<file path="config.mk">
export PLATFORM = sky130hd
export DESIGN_NAME = ws2812_frame_driver
export DESIGN_NICKNAME = d
export VERILOG_FILES = /design/src/rtl/ws2812_frame_driver.sv
export SDC_FILE = /design/constraint.sdc
export NUM_CORES = 1
export LEC_CHECK = 0
export CORE_ASPECT_RATIO = 1.5
export CORE_MARGIN = 2
export CORE_UTILIZATION = 34
export CTS_BUF_LIST = sky130_fd_sc_hd__clkbuf_4 sky130_fd_sc_hd__clkbuf_8 sky130_fd_sc_hd__clkbuf_16
export DETAILED_ROUTE_END_ITERATION = 6
export PLACE_DENSITY = 0.64
export SLEW_MARGIN = 20
export SYNTH_ARGS = -nofsm -noshare
export SYNTH_HDL_FRONTEND = slang
export SYNTH_SLANG_ARGS = --single-unit
</file>
<file path="constraint.sdc">
create_clock -name clk -period 4.8 [get_ports clk]
set_input_delay 0.96 -clock clk [delete_from_list [all_inputs] [get_ports clk]]
set_output_delay 0.96 -clock clk [all_outputs]
set_load 0.005 [all_outputs]
</file>
<file path="src/rtl/ws2812_frame_driver.sv">
// ws2812_frame_driver
//   Walks current_led over the whole strip and reads the compositor's GRB bytes
//   for each LED. Each LED goes out as 24 NRZ bits, MSB first. A low latch
//   period follows the last LED.
//
// Ports
//   clk                 system clock
//   rst_n               asynchronous active-low reset
//   start               request one frame (sampled in IDLE only)
//   current_led         LED index presented to the compositor
//   led_*_intensity     colour bytes for current_led (combinational from compositor)
//   dout                registered serial strip data
//   busy                high from LOAD entry through the end of LATCH
//   frame_done          one-cycle pulse on the first IDLE cycle after a frame
//
// state | meaning
// IDLE  | line low, waiting for start
// LOAD  | one cycle, current_led settled; GRB latched at the closing edge
// SEND  | shifting 24 bits, each BIT_CYCLES long
// LATCH | line held low RESET_CYCLES cycles before returning to IDLE
module ws2812_frame_driver #(
  parameter int MAX_POS      = 109,
  parameter int T0H_CYCLES   = 20,
  parameter int T1H_CYCLES   = 40,
  parameter int BIT_CYCLES   = 63,
  parameter int RESET_CYCLES = 3000
) (
  input  logic                       clk,
  input  logic                       rst_n,
  input  logic                       start,
  output logic [$clog2(MAX_POS)-1:0] current_led,
  input  logic [7:0]                 led_green_intensity,
  input  logic [7:0]                 led_red_intensity,
  input  logic [7:0]                 led_blue_intensity,
  output logic                       dout,
  output logic                       busy,
  output logic                       frame_done
);

  localparam int LED_W = $clog2(MAX_POS);
  localparam int PH_W  = $clog2(BIT_CYCLES);
  localparam int LAT_W = $clog2(RESET_CYCLES + 1);

  localparam logic [LED_W-1:0] LED_LAST = LED_W'(MAX_POS - 1);
  localparam logic [PH_W-1:0]  PH_LAST  = PH_W'(BIT_CYCLES - 1);
  localparam logic [PH_W-1:0]  T0H_C    = PH_W'(T0H_CYCLES);
  localparam logic [PH_W-1:0]  T1H_C    = PH_W'(T1H_CYCLES);
  localparam logic [LAT_W-1:0] LAT_LOAD = LAT_W'(RESET_CYCLES - 1);

  typedef enum logic [1:0] {IDLE, LOAD, SEND, LATCH} state_t;

  state_t           state_q, state_nxt;
  logic [LED_W-1:0] led_q, led_nxt;
  logic [23:0]      shift_q, shift_nxt;
  logic [4:0]       bit_q, bit_nxt;
  logic [PH_W-1:0]  ph_q, ph_nxt;
  logic [LAT_W-1:0] lat_q, lat_nxt;
  logic             dout_q, dout_nxt;
  logic             done_q, done_nxt;

  // Line level for a given bit value at phase ph.
  function automatic logic high_at(input logic msb, input logic [PH_W-1:0] ph);
    return ph < (msb ? T1H_C : T0H_C);
  endfunction

  always_ff @(posedge clk or negedge rst_n) begin
    if (!rst_n) begin
      state_q <= IDLE;
      led_q   <= '0;
      shift_q <= '0;
      bit_q   <= '0;
      ph_q    <= '0;
      lat_q   <= '0;
      dout_q  <= 1'b0;
      done_q  <= 1'b0;
    end else begin
      state_q <= state_nxt;
      led_q   <= led_nxt;
      shift_q <= shift_nxt;
      bit_q   <= bit_nxt;
      ph_q    <= ph_nxt;
      lat_q   <= lat_nxt;
      dout_q  <= dout_nxt;
      done_q  <= done_nxt;
    end
  end

  // dout_nxt is the line level for the cycle that the next state/phase
  // describes, so the registered dout lines up with the phase counter.
  always_comb begin
    state_nxt = state_q;
    led_nxt   = led_q;
    shift_nxt = shift_q;
    bit_nxt   = bit_q;
    ph_nxt    = ph_q;
    lat_nxt   = lat_q;
    dout_nxt  = 1'b0;
    done_nxt  = 1'b0;
    case (state_q)
      IDLE: begin
        if (start) begin
          state_nxt = LOAD;
          led_nxt   = '0;
        end
      end
      LOAD: begin
        shift_nxt = {led_green_intensity, led_red_intensity, led_blue_intensity};
        bit_nxt   = '0;
        ph_nxt    = '0;
        state_nxt = SEND;
        dout_nxt  = high_at(led_green_intensity[7], '0);
      end
      SEND: begin
        if (ph_q == PH_LAST) begin
          if (bit_q == 5'd23) begin
            if (led_q == LED_LAST) begin
              state_nxt = LATCH;
              lat_nxt   = LAT_LOAD;
            end else begin
              led_nxt   = led_q + LED_W'(1);
              state_nxt = LOAD;
            end
          end else begin
            shift_nxt = {shift_q[22:0], 1'b0};
            bit_nxt   = bit_q + 5'd1;
            ph_nxt    = '0;
            dout_nxt  = high_at(shift_q[22], '0);
          end
        end else begin
          ph_nxt   = ph_q + PH_W'(1);
          dout_nxt = high_at(shift_q[23], ph_q + PH_W'(1));
        end
      end
      LATCH: begin
        if (lat_q == '0) begin
          state_nxt = IDLE;
          led_nxt   = '0;
          done_nxt  = 1'b1;
        end else begin
          lat_nxt = lat_q - LAT_W'(1);
        end
      end
      default: state_nxt = IDLE;
    endcase
  end

  assign current_led = led_q;
  assign dout        = dout_q;
  assign busy        = (state_q != IDLE);
  assign frame_done  = done_q;

endmodule

</file>
# == After elaboration in Yosys (flattened, before gate mapping) ==
# Index checks and enable logic that the tools add are counted.
# classes
reduce_logical,11
addsub,4
eq_ne,15
n_lt_le_gt_ge,3
muxes,34
# ops
cell,n
12-bit two-way mux,4
24-bit two-way mux,2
24-bit one-hot mux with 2 select lines,1
7-bit two-way mux,5
6-bit two-way mux,5
12-bit one-hot mux with 2 select lines,1
7-bit one-hot mux with 3 select lines,1
"2-bit inequality test, second input constant",8
12-bit logical NOT,1
"1-bit by 6-bit less-than comparator with 1-bit output, first input constant",2
6-bit one-hot mux with 2 select lines,1
"12-bit by 1-bit subtractor with 12-bit output, second input constant",1
2-bit two-way mux,5
5-bit two-way mux,2
5-bit one-hot mux with 2 select lines,1
2-bit one-hot mux with 4 select lines,1
"7-bit by 1-bit adder with 7-bit output, second input constant",1
"7-bit == test, second input constant",1
"6-bit by 1-bit adder with 6-bit output, second input constant",1
"6-bit == test, second input constant",1
6-bit less-than comparator,1
6-bit AND reduction,1
2-bit nonzero test,3
"5-bit by 1-bit adder with 5-bit output, second input constant",1
other kinds (12),16
# totals
out_inout_bits,10
regBits,58
in_bits,27

# == Logic depth before layout (Yosys ltp) ==
# Gate-level depths: netlist of run 1.
# logic_depth
ltp_word,5
mapped_depth,9

# == Least setup slack after synthesis of run 1 ==
# No wires, ideal clock.
# synth_timing
path_type,register -> register
from,register state_q[0]
to,register lat_q[4]
t_arrival_ps,2072
path_stages_with_launch,10
t_required_ps,4666
path_buffers,2
setup_slack_ps,2594
path_cell_list,dfrtp_1 inv_1 ha_1 buf_2 nand3b_1 or2_1 a221o_1 buf_2 o41ai_1 o21ai_1
# synth_via
elab_chain_len,3
elab_cells_between_ends,9
cone_classes,eq/ne: 6; mux: 1; reduce/logical: 2
# synth_lines
element,line_no,text
from (decl),52,"state_t state_q, state_nxt;"
from (signal assigned),77,state_q <= state_nxt;
2-bit == test,99,case (state_q)
2-bit inequality test (no source line) or 2-bit nonzero test (tied branches),-,
5-bit AND reduction (no source line),-,
to (signal assigned),82,lat_q <= lat_nxt;
to (decl),57,"logic [LAT_W-1:0] lat_q, lat_nxt;"
# Parallel ways exist; a longest one is shown, timed or not.
# A chain may end at the register's enable or synchronous reset.

# == Final worst setup path of run 1 ==
# layout_timing
from,register state_q[0]
to,register bit_q[0]
# layout_via
elab_chain_len,3
elab_cells_between_ends,7
cone_classes,eq/ne: 4; mux: 1; reduce/logical: 2
# layout_lines
element,line_no,text
2-bit == test or 2-bit by 1-bit == test with 1-bit output (tied branches),99,
2-bit inequality test (no source line) or 2-bit nonzero test (tied branches),-,
3-bit AND reduction (no source line),-,
to (signal assigned),80,bit_q <= bit_nxt;
to (decl),55,"logic [4:0] bit_q, bit_nxt;"
# Parallel ways exist; a longest one is shown, timed or not.

==> results.py, run 1 <==
metrics = {
    "outcome": {
        "status": "completed",
    },
    "yosys": {
        "ys_async_sr_fraction": 1.00,
        "netlist_instances": 330,
        "yosys-top-cells-area": "dfrtp_1 (46%), mux2i_1 (7.3%), ha_1 (5.9%)",
        "avgSynthCellArea_um2": 9.57,
        "synth-seq-cells": 58,
        "synth.largest_area_cell": "dfrtp_1",
        "synth_area_mm2": 0.00316,
        "synth_edf_count": 0,
        "seq_area_frac_synth": 0.460,
        "yosysMostFrequentCell": "dfrtp_1",
        "netlist.area_leader.share": 0.460,
        "ys_types": 53,
        "synth_commonest_cells": "dfrtp_1 (58), nand2_1 (50), o21ai_0 (30), mux2i_1 (23), nor2_1 (18)",
        "synthFlopType": "dfrtp_1",
        "syn-num-nets": 372,
        "ys_warn_count": 0,
    },
    "critical_path": {
        "path_delay_family": "buffers and inverters",
        "cp_max_fo": 47,
        "cpPeakStageDelay_ns": 0.64,
        "worst-path-buf-inv": 4,
        "crit_path_end_kind": "flop",
        "worstPathCellList": "inv_1 > ha_2 > buf_4 > inv_1 > nor4b_2 > nor2_2 > buf_4 > mux2_2",
        "r2r_start": "state_q[0]",
        "worstSetupPathType": "reg2reg",
        "cpMaxStageDelayCell": "nor4b_2",
        "startpoint": "state_q[0]",
        "worstPathRequired_ns": 5.02,
        "cp.arrival_ns": 3.06,
        "startpoint_type": "flop",
    },
    "finish": {
        "antenna_cells": 0,
        "stdcell_area_mm2": 0.00396,
        "layout.nets": 408,
        "drive_above_1_share": 0.0782,
        "fill_cells": 912,
        "fin_cells": 483,
        "syn_to_final_growth_pct": 25.3,
    },
    "routing": {
        "remaining_drc_errors": 0,
        "ant_nets": 0,
        "finalWirelength_mm": 6.41,
        "routed.top_layer": "met4",
        "first_iter_violations": 123,
        "via_count": 2501,
        "dr_wl_met2_mm": 3.26,
        "m1WireLength_mm": 2.77,
        "vias_per_cell": 5.18,
        "met3WireLength_um": 253,
        "drt_pass1_iterations": 4,
        "routedWlPerCell_um": 13.3,
    },
    "floorplanning": {
        "row_count": 43,
        "core_area_mm2": 0.00915,
        "die-area_mm2": 0.0101,
        "pin_count": 37,
        "start_util": 0.345,
        "die_y_um": 122,
        "die_w_um": 82.7,
    },
    "pwr": {
        "p_comb_frac": 0.038,
        "powerDensity_mw_per_mm2": 327,
        "leakage_nw": 1.91,
        "power.total_mw": 1.30,
        "netSwitchingPower_mw": 0.249,
        "power.share.switching": 0.192,
        "power_frac_seq": 0.391,
        "vdd_drop_max_mv": 0.227,
        "pwr-share-clk": 0.571,
        "intPower_mw": 1.05,
    },
    "grt": {
        "grt_max_degree": 59,
        "grt_antenna_before_repair": 0,
        "grt_pass1_wl_mm": 11.0,
        "grt_pass1_vias": 2515,
        "grtUsageTotal": 0.142,
        "grt_overflow": 0,
    },
    "clocking": {
        "cts.path.max_buffers": 2,
        "clkTransAtPathRegs_ns": 0.05,
        "clockRootBuffer": "clkbuf_16",
        "clock_latency_ns": 0.33,
        "cts_buffers": 9,
        "cts_max_level": 3,
        "tritoncts": "built",
        "cts_sinks": 58,
        "cts_resized": 0,
        "cts_hold_buf": 0,
        "cts_setup_buffers": 0,
    },
    "timing": {
        "fin_worst_skew_ns": 0.00666,
        "finalSetupViolCount": 0,
        "hold_violations": 0,
        "min_period_ns": 2.85,
        "fmax_mhz": 351,
        "relSlewSlack": 0.506,
        "worst_pin_slew_ns": 0.742,
        "rsz0062_at_grt": "no",
        "setup-tns-final_ns": 0,
        "timing.final.ws_setup_ns": 1.95,
        "slew_viol_final": 0,
        "period_share": 0.593,
    },
    "place": {
        "place_congestion": 0.832,
        "dpl.hpwl_mm": 4.55,
        "placedInstanceArea_mm2": 0.00361,
        "port_buffers": 36,
        "place_inst": 467,
        "pre_cts_slack_ns": 1.94,
    },
    "min_path": {
        "hold_path_class": "reg2reg",
        "hold_path.startpoint": "shift_q[18]",
    },
    "flow_run": {
        "drv_cap": 0,
    },
}
-- power by group through the flow --
| stage | clock network, mW | logic (mW) | registers [mW] |
|---|---|---|---|
| floorplan | 0 | 0.0152 | 0.513 |
| global placement | 0 | 0.0507 | 0.514 |
| detailed placement | 0 | 0.0512 | 0.515 |
| CTS | 0.756 | 0.0513 | 0.506 |
| global route | 0.776 | 0.0573 | 0.507 |
| finish | 0.739 | 0.0497 | 0.507 |
-- worst min-delay path, cell delays in order, from the launching register on --
cell	delay, ns
dfrtp_1	0.33
nand2_1	0.04
o21ai_0	0.06
-- cell type report --
| class | instances | area (um^2) | share of cell area |
|---|---|---|---|
| multi-input combinational | 246 | 1600 | 0.404 |
| sequential | 58 | 1450 | 0.367 |
| timing repair buffer | 39 | 378 | 0.0955 |
| clock buffer | 11 | 240 | 0.0607 |
| tap | 112 | 140 | 0.0354 |
| clock inverter | 5 | 103 | 0.0259 |
| inverter | 12 | 45.0 | 0.0114 |
-- logic make-up (layout without fill, tap and decap cells) --
kind of cell | Yosys count | in the layout | share of synthesized area
AOI/OAI and AO/OA | 70 | 70 | 0.140
xor gates and xnor gates | 6 | 6 | 0.0166
adders and majority gates | 15 | 15 | 0.0595
buffers and inverters | 26 | 67 | 0.0353
DFF | 58 | 58 | 0.460
muxes | 24 | 24 | 0.0765
and+or+nand+nor | 131 | 131 | 0.212
-- per-stage QoR --
step	util	hold slack, ns
2_1_floorplan	-	0.450
3_3_place_gp	0.395	0.464
3_5_place_dp	0.395	0.470
4_1_cts	0.433	0.483
5_1_grt	0.433	0.508
6_report	0.433	0.473
-- path summary, 6_finish.rpt --
kind	cells after the start	to	slack [ns]
worst min-delay path	2	shift_q[18]	0.47
worst max register to register	8	bit_q[0]	1.95
worst min register to register	2	shift_q[18]	0.47
worst max-delay path	8	bit_q[0]	1.95
min in group asynchronous	2	lat_q[7]	0.77
max in group asynchronous	2	ph_q[3]	3.52
-- sequential cells by signal, summed over array words and instances, names as in the netlist --
name,count
frame_done,1
shift_q,24
ph_q,6
bit_q,5
dout,1
lat_q,12
state_q,2
current_led,7
-- per-layer routing --
metal,vias to the layer above,global-route usage
met4,0,0.0564
met5,-,0
met1,1203,0.166
met3,10,0.0504
met2,40,0.235
li1,1248,-
-- layout by cell type, fill, tap and decap left out, types with 2 or more instances in the layout --
master	n
o21ai_0	30
a21oi_1	6
nand4_1	3
dfrtp_1	58
nor3_1	8
nand2b_1	7
nor2_1	17
o31a_1	2
mux2i_1	23
a211oi_1	2
and4_1	2
clkbuf_4	2
inv_1	12
o31ai_1	2
buf_4	3
nand3b_1	5
a31oi_1	2
clkbuf_16	9
xor2_1	4
or4_1	4
nand2_1	50
bufinv_16	3
clkdlybuf4s50_1	35
nand3_1	13
and3_1	4
o21ai_1	10
xnor2_1	2
nor4_1	3
ha_1	14
or3_1	6
a221o_1	2
Note: power is estimated with default switching activity, not from simulation.
==> run 2, diff against run 1 <==
- clock period: 4.8 -> 2.9 ns (I/O delays scaled with it)
==> run 2 against run 1 <==
- via count down 0.76%
- cell count up 0.41%
- clock skew down 0.0013 ns
- critical path depth unchanged
- wire length up 1.8%
- die area unchanged
- sequential power up 65%
- fmax up 20%
- first-iteration DRC count down 33%
- count of clock-buffer cells in the layout down 1
==> results.py, run 2 (synthesized netlist as in run 1, its figures left out) <==
metrics = {
    "outcome": {
        "status": "completed",
    },
    "routing": {
        "via_count": 2482,
        "ant_nets": 0,
        "drt_pass1_iterations": 4,
        "vias_per_cell": 5.12,
        "first_iter_violations": 83,
        "finalWirelength_mm": 6.52,
        "remaining_drc_errors": 0,
        "routedWlPerCell_um": 13.4,
    },
    "timing": {
        "timing.final.ws_setup_ns": 0.530,
        "slew_viol_final": 0,
        "relSlewSlack": 0.567,
        "setup-tns-final_ns": 0,
        "min_period_ns": 2.37,
        "rsz0062_at_grt": "no",
        "hold_violations": 0,
        "finalSetupViolCount": 0,
        "worst_pin_slew_ns": 0.649,
        "fmax_mhz": 422,
        "period_share": 0.817,
        "fin_worst_skew_ns": 0.00534,
    },
    "clocking": {
        "clockRootBuffer": "clkbuf_16",
        "cts_resized": 0,
        "cts_sinks": 58,
        "cts_buffers": 9,
        "cts_max_level": 3,
        "clkTransAtPathRegs_ns": 0.05,
        "tritoncts": "built",
        "cts.path.max_buffers": 2,
        "cts_setup_buffers": 0,
        "cts_hold_buf": 0,
        "clock_latency_ns": 0.33,
    },
    "finish": {
        "largest_register_ffs": 24,
        "final_common_cell": "dfrtp_1",
        "regMostFlops": "shift_q",
        "layout.nets": 410,
        "drive_above_1_share": 0.0831,
        "syn_to_final_growth_pct": 25.8,
        "antenna_cells": 0,
        "final_cell_mix": "dfrtp_1 (58), nand2_1 (50), clkdlybuf4s50_1 (35)",
    },
    "flow_run": {
        "drv_cap": 0,
    },
    "critical_path": {
        "rrSetupSlack_ns": 0.53,
        "r2r_start": "state_q[0]",
        "worstSetupPathType": "reg2reg",
        "startpoint_type": "flop",
        "worstReg2RegEnd": "lat_q[11]",
        "cp.arrival_ns": 2.63,
        "cp_max_fo": 16,
        "crit_path_end_kind": "flop",
        "ff2ff_path_depth": 8,
        "worstPathRequired_ns": 3.16,
    },
    "floorplanning": {
        "die_y_um": 122,
        "die_w_um": 82.7,
        "pin_count": 37,
        "row_count": 43,
        "start_util": 0.345,
        "core_area_mm2": 0.00915,
        "die-area_mm2": 0.0101,
    },
    "pwr": {
        "powerDensity_mw_per_mm2": 517,
        "vdd_drop_max_mv": 0.328,
        "leakage_nw": 1.93,
        "power.total_mw": 2.06,
    },
    "grt": {
        "grt_max_degree": 48,
        "grt_pass1_wl_mm": 12.0,
        "grt_antenna_before_repair": 0,
        "grt_overflow": 0,
        "grtUsageTotal": 0.154,
        "grt_pass1_vias": 2588,
    },
    "place": {
        "pre_cts_slack_ns": 0.538,
        "port_buffers": 36,
        "place_congestion": 0.883,
        "dpl.hpwl_mm": 4.70,
    },
    "min_path": {
        "hold_path_class": "in2async",
    },
}
-- run 2: worst max-delay path, stage by stage, from the launching register on --
cell and delay (ns):
dfrtp_1 0.37, inv_1 0.11, ha_2 0.20, buf_4 0.19, inv_1 0.19, nand2_1 0.11, a221o_1 0.51, or4_1 0.53
nand3_1 0.09
-- run 2: final cells by class --
| type | instances | area [um^2] |
|---|---|---|
| timing repair buffer | 41 | 418 |
| clock inverter | 6 | 80.1 |
| tap | 112 | 140 |
| multi-input combinational | 246 | 1600 |
| inverter | 12 | 45.0 |
| sequential | 58 | 1450 |
| clock buffer | 10 | 239 |
| fill | 876 | 5170 |
-- run 2: worst max-delay path by stage --
stage | from | end | slack, ns | depth (start not counted)
6_report | state_q[0] | lat_q[11] | 0.53 | 8
5_1_grt | state_q[0] | lat_q[11] | 0.32 | 8
4_1_cts | ph_q[0] | current_led[5] | 0.52 | 7
3_5_place_dp | state_q[0] | lat_q[11] | 0.54 | 8
3_3_place_gp | ph_q[0] | current_led[5] | 0.60 | 7
2_1_floorplan | state_q[0] | lat_q[4] | 0.69 | 9
-- run 2: through the flow --
step	std cells	cell area [um^2]	hold slack, ns	util
2_1_floorplan	330	3160	0.284	-
3_3_place_gp	469	3650	0.464	0.399
3_5_place_dp	469	3650	0.475	0.399
4_1_cts	485	3970	0.296	0.434
5_1_grt	485	3970	0.317	0.434
6_report	485	3970	0.276	0.434
-- run 2: routing by layer --
layer / vias up / share of wire / wire length, um / track usage
li1: 1248 / - / - / -
met1: 1163 / 0.44 / 2840 / 0.192
met2: 51 / 0.50 / 3240 / 0.244
met3: 20 / 0.034 / 224 / 0.0370
met4: 0 / 0.032 / 209 / 0.0799
met5: - / 0 / 0 / 0
-- run 2: power by group --
part           switching, mW  internal, mW  leakage, nW
registers             0.0100         0.829        0.717
clock network          0.365         0.768        0.162
logic                 0.0346        0.0498         1.05
